**src/rtl/multi_time_base.sv**
```systemverilog
// Shared prescaler producing a base tick, plus NB_CHAN runtime-programmable
// dividers on that tick, each running periodic or one-shot.
module multi_time_base #(
  parameter int FREQ_CLK    = 50000000,
  parameter int FREQ_BASE   = 20000,
  parameter int NB_CHAN     = 4,
  parameter int DIV_WIDTH   = 16,
  parameter int DIV_DEFAULT = 1000,
  localparam int NB_TIC = FREQ_CLK / FREQ_BASE,
  localparam int PRE_W  = $clog2(NB_TIC + 1),
  localparam int CHAN_W = (NB_CHAN > 1) ? $clog2(NB_CHAN) : 1
) (
  input  logic                 clk,
  input  logic                 reset_n,
  input  logic [NB_CHAN-1:0]   enable,
  input  logic [NB_CHAN-1:0]   start,
  input  logic                 cfg_we,
  input  logic [CHAN_W-1:0]    cfg_chan,
  input  logic [DIV_WIDTH-1:0] cfg_div,
  input  logic                 cfg_oneshot,
  output logic                 base_tick,
  output logic [NB_CHAN-1:0]   pulse,
  output logic [NB_CHAN-1:0]   busy
);

  logic [PRE_W-1:0] pre_q, pre_d;
  logic             tick_raw;

  logic [DIV_WIDTH-1:0] cnt_q [NB_CHAN];
  logic [DIV_WIDTH-1:0] cnt_d [NB_CHAN];
  logic [DIV_WIDTH-1:0] div_q [NB_CHAN];
  logic [DIV_WIDTH-1:0] div_d [NB_CHAN];
  logic [NB_CHAN-1:0]   mode_q, mode_d;
  logic [NB_CHAN-1:0]   run_q, run_d;
  logic [NB_CHAN-1:0]   hit, adv;

  assign tick_raw = (pre_q == PRE_W'(NB_TIC - 1));
  assign pre_d    = tick_raw ? '0 : pre_q + 1'b1;

  // Gated so a constant tick (NB_TIC == 1) still reads 0 during reset.
  assign base_tick = tick_raw & reset_n;
  assign pulse     = hit & {NB_CHAN{reset_n}};
  assign busy      = run_q;

  always_comb begin
    cnt_d  = cnt_q;
    div_d  = div_q;
    mode_d = mode_q;
    run_d  = run_q;
    hit    = '0;
    adv    = '0;
    for (int i = 0; i < NB_CHAN; i++) begin
      adv[i] = run_q[i] & tick_raw & (div_q[i] != '0);
      hit[i] = adv[i] & (cnt_q[i] == div_q[i] - DIV_WIDTH'(1));
      if (!enable[i]) begin
        run_d[i] = 1'b0;
        cnt_d[i] = '0;
      end else if (!mode_q[i]) begin
        run_d[i] = 1'b1;
        if (hit[i])      cnt_d[i] = '0;
        else if (adv[i]) cnt_d[i] = cnt_q[i] + DIV_WIDTH'(1);
      end else if (start[i]) begin
        run_d[i] = 1'b1;
        cnt_d[i] = '0;
      end else if (hit[i]) begin
        run_d[i] = 1'b0;
        cnt_d[i] = '0;
      end else if (adv[i]) begin
        cnt_d[i] = cnt_q[i] + DIV_WIDTH'(1);
      end
      // Out-of-range cfg_chan values match no channel and are dropped.
      if (cfg_we && (cfg_chan == CHAN_W'(i))) begin
        div_d[i]  = cfg_div;
        mode_d[i] = cfg_oneshot;
        cnt_d[i]  = '0;
        if (cfg_oneshot && !mode_q[i]) run_d[i] = 1'b0;
      end
    end
  end

  always_ff @(posedge clk or negedge reset_n) begin
    if (!reset_n) begin
      pre_q  <= '0;
      mode_q <= '0;
      run_q  <= '0;
      for (int i = 0; i < NB_CHAN; i++) begin
        cnt_q[i] <= '0;
        div_q[i] <= DIV_WIDTH'(DIV_DEFAULT);
      end
    end else begin
      pre_q  <= pre_d;
      mode_q <= mode_d;
      run_q  <= run_d;
      for (int i = 0; i < NB_CHAN; i++) begin
        cnt_q[i] <= cnt_d[i];
        div_q[i] <= div_d[i];
      end
    end
  end

endmodule

```
**config.mk**
```make
export PLATFORM = sky130hd
export DESIGN_NAME = multi_time_base
export DESIGN_NICKNAME = d
export VERILOG_FILES = /design/src/rtl/multi_time_base.sv
export SDC_FILE = /design/constraint.sdc
export NUM_CORES = 1
export LEC_CHECK = 0
export CORE_ASPECT_RATIO = 0.9
export CORE_MARGIN = 4
export CORE_UTILIZATION = 55
export DETAILED_ROUTE_END_ITERATION = 10
export GPL_TIMING_DRIVEN = 0
export PLACE_DENSITY = 0.85
export SYNTH_ARGS = -nofsm -noshare
export SYNTH_HDL_FRONTEND = slang
export SYNTH_SLANG_ARGS = --single-unit
```
**constraint.sdc**
```tcl
create_clock -name clk -period 9 [get_ports clk]
set_input_delay 1.8 -clock clk [delete_from_list [all_inputs] [get_ports clk]]
set_output_delay 1.8 -clock clk [all_outputs]
set_load 0.005 [all_outputs]
```
==> flow_summary_export.csv <==
group,metric,value,unit
run_status,status,"finished clean",
synth,yosysWarnings,0,
timing,holdWs,493,ps
synth,netlist_instances,908,
critical_path,cp-start-kind,"register",
synth,seq_area_frac_synth,41.8,%
global_routing,grt_first_pass_wirelength,35.1,mm
floorplanning,io_pins,39,
final_layout,syn2layout_area_growth,14.4,%
flow_run,drv_cap,0,
cts,clk-insertion-delay-late,430,ps
drt,totalWireLength,21.3,mm
cts,cts_setup_buffers,0,
synth,syn_area,8940,sq um
drt,drt_iter0_drc,683,
timing,clock.fmax,0.163,GHz
synth,muxShareOfSynthArea,9.08,%
critical_path,worst_path_max_delay_cell,"or4b_2",
timing,period_needed,6150,ps
cts,cts-root-buf,"clkbuf_16",
global_routing,antenna_found_initial,0,
placed_design,place_hpwl,14.7,mm
timing,rsz0062_at_grt,"no",
final_layout,nFillCells,1188,
critical_path,critical_path_required,7200,ps
cts,clk_path_buf_depth,2,
critical_path,path_cells,"inv_1 > ha_1 > or4b_2 > buf_2 > nor3_4 > mux2_2 > o31ai_1 > o2111ai_2 > a2111oi_4 > and2_1 > clkdlybuf4s50_1",
timing,finalHoldViolations,0,
cts,cts_tree,"done",
timing,setup_ws,2850,ps
final_layout,final_area,10200,sq um
floorplanning,core_area,15700,sq um
synth,syn_area_per_cell,9.85,sq um
placed_design,place_ws,3370,ps
timing,final.setup.tns,0,ps
synth,synth_top_flop_cell,"dfrtp_1",
cts,ctsResizeCount,0,
synth,synth_seq_cells,148,
floorplanning,num_rows,43,
power_and_ir_drop,p_total,1.93,mW
placed_design,place_area,9600,sq um
timing,max_slew_margin,27.9,%
critical_path,worstPathArrival,4350,ps
cts,cts_made_buffers,17,
timing,fin_worst_skew,10.2,ps
critical_path,path_delay_family,"compound AO/OA/AOI/OAI gates",
timing,period_share,68.3,%
cts,postCtsHoldBufs,0,
timing,setup-violations-final,0,
global_routing,track_usage,23.9,%
synth,synthXorXnorAreaFrac,14.9,%
timing,slew_viol_final,0,
drt,wl_per_cell,18.1,microns
cts,htree_levels,4,
synth,async_flop_share,100,%
synth,synth_fa_ha_area_share,1.82,%
drt,route.detailed.drc,0,
timing,worstMarginPinSlew,1070,ps
placed_design,numPortBuffers,38,
power_and_ir_drop,power.density,189,nW/um^2
critical_path,cp_max_fo,9,
synth,synth_top_family_by_area,"simple AND/OR/NAND/NOR gates",
final_layout,post-route-util,65.3,%
final_layout,fin_nets,1009,
synth,syn-num-nets,951,
final_layout,final_cells,1181,
final_layout,drive_gt1_share,15.6,%
placed_design,placed_cells,1149,
floorplanning,dieArea,18400,sq um
global_routing,grt_max_degree,80,
floorplanning,die_w,142,microns
drt,drtPass1Iterations,5,
synth,synthDistinctLibCells,68,
drt,ant_nets,0,
critical_path,critPathMaxStageDelay,600,ps
critical_path,crit_start,"div_q[0]",
critical_path,crit_path_end_kind,"output pin",
power_and_ir_drop,ir_drop,0.155,mV
global_routing,first_global_vias,6898,
worst_hold_path,hp-class,"reg -> reg",
power_and_ir_drop,leakagePower,3.92,nW
critical_path,worstSetupPathType,"reg -> out",
critical_path,worst-path-buf-inv,3,
critical_path,r2r-start,"div_q[0]",
final_layout,diodes,0,
drt,vias,7136,
floorplanning,start_util,57.1,%
drt,via_per_inst,6.04,
worst_hold_path,hp-start,"pre_q[0]",
floorplanning,die_height,129,microns
cts,cts.clk_slew.worst_paths,60,ps
synth,synth-compound-area-share,7.71,%
global_routing,overflow,0,
synth,synth-simple-area-share,21.5,%
synth,synth-edff-count,0,
cts,clock_sinks,148,
placed_design,place_congestion,0.898,
-- kinds of logic after synthesis --
group                    Yosys count
AO/OA/AOI/OAI                     91
XOR/XNOR                         152
adder cells (fa/ha/maj)           13
buffers and inverters             68
flip-flops                       148
multiplexers                      73
AND/OR/NAND/NOR                  363
-- layer usage --
metal,vias to the layer above,track usage (%),routed length (microns)
met3,38,5.65,1340
met1,3503,33.5,9720
met2,240,37.1,9840
met4,0,7.49,444
met5,-,0,0
li1,3355,-,-
-- flip-flops by register name, summed over array words and instances (netlist names) --
| name | cells |
|---|---|
| cnt_q | 64 |
| div_q | 64 |
| pre_q | 12 |
| mode_q | 4 |
| busy | 4 |
-- layout by cell type (no fill, tap or decap), types with 4 or more instances in the layout --
cell type and instances:
xnor2_1 91, xor2_1 61, nor2_1 78, nor3b_1 4, buf_4 4, a21oi_1 13
clkbuf_16 17, o311ai_0 6, o211ai_1 6, or2_2 5, nand3b_1 8, ha_1 13
and3_1 9, mux2_2 65, dfstp_2 24, dfrtp_1 124, clkdlybuf4s50_1 37, nor2b_1 7
nand2_1 44, or4_1 11, and2_1 6, mux2i_1 8, clkbuf_1 36, a31oi_1 5
a21o_1 4, or3b_2 4, and4_1 5, buf_2 6, nor3_1 75, nand4_1 15
or3_1 7, nor4_1 20, o21ai_0 22, nand3_1 45, inv_1 22, clkbuf_8 5
nand2b_1 7
-- synthesized netlist by cell type (all sizes together) (15+ instances only) --
| cell | number | area, sq um |
|---|---|---|
| dfrtp | 124 | 3100 |
| xnor2 | 91 | 797 |
| nor2 | 78 | 293 |
| nor3 | 77 | 402 |
| mux2 | 65 | 732 |
| xor2 | 61 | 534 |
| nand3 | 45 | 225 |
| nand2 | 44 | 165 |
| clkbuf | 33 | 124 |
| dfstp | 24 | 631 |
| inv | 22 | 82.6 |
| o21ai | 22 | 110 |
| nor4 | 21 | 138 |
| nand4 | 15 | 93.8 |
-- path summary, 6_finish.rpt --
| path | end | slack [ps] | depth (start not counted) |
|---|---|---|---|
| min in group asynchronous | cnt_q[57] | 1390 | 1 |
| max in group asynchronous | div_q[35] | 6780 | 2 |
| min reg2reg | pre_q[0] | 490 | 1 |
| min | pre_q[0] | 490 | 1 |
| max | pulse[3] | 2850 | 11 |
| max reg2reg | cnt_q[13] | 5310 | 11 |
-- report_power, final --
group	switching [mW]	internal [mW]	total [mW]
sequential	0.0759	0.742	0.817
combinational	0.194	0.170	0.364
clock	0.279	0.474	0.753
total	0.548	1.39	1.93
-- area by class of cell --
cell class	count	area, sq um	area share [%]
repair buffers	39	409	4.00
flip-flops and latches	148	3730	36.5
clock inverters	7	120	1.17
multi-input cells	692	4910	48.0
plain buffers	46	210	2.06
inverters	22	82.6	0.807
well taps	202	253	2.47
clock buffers	25	505	4.94
No activity file was read; power rests on OpenSTA's default activity.
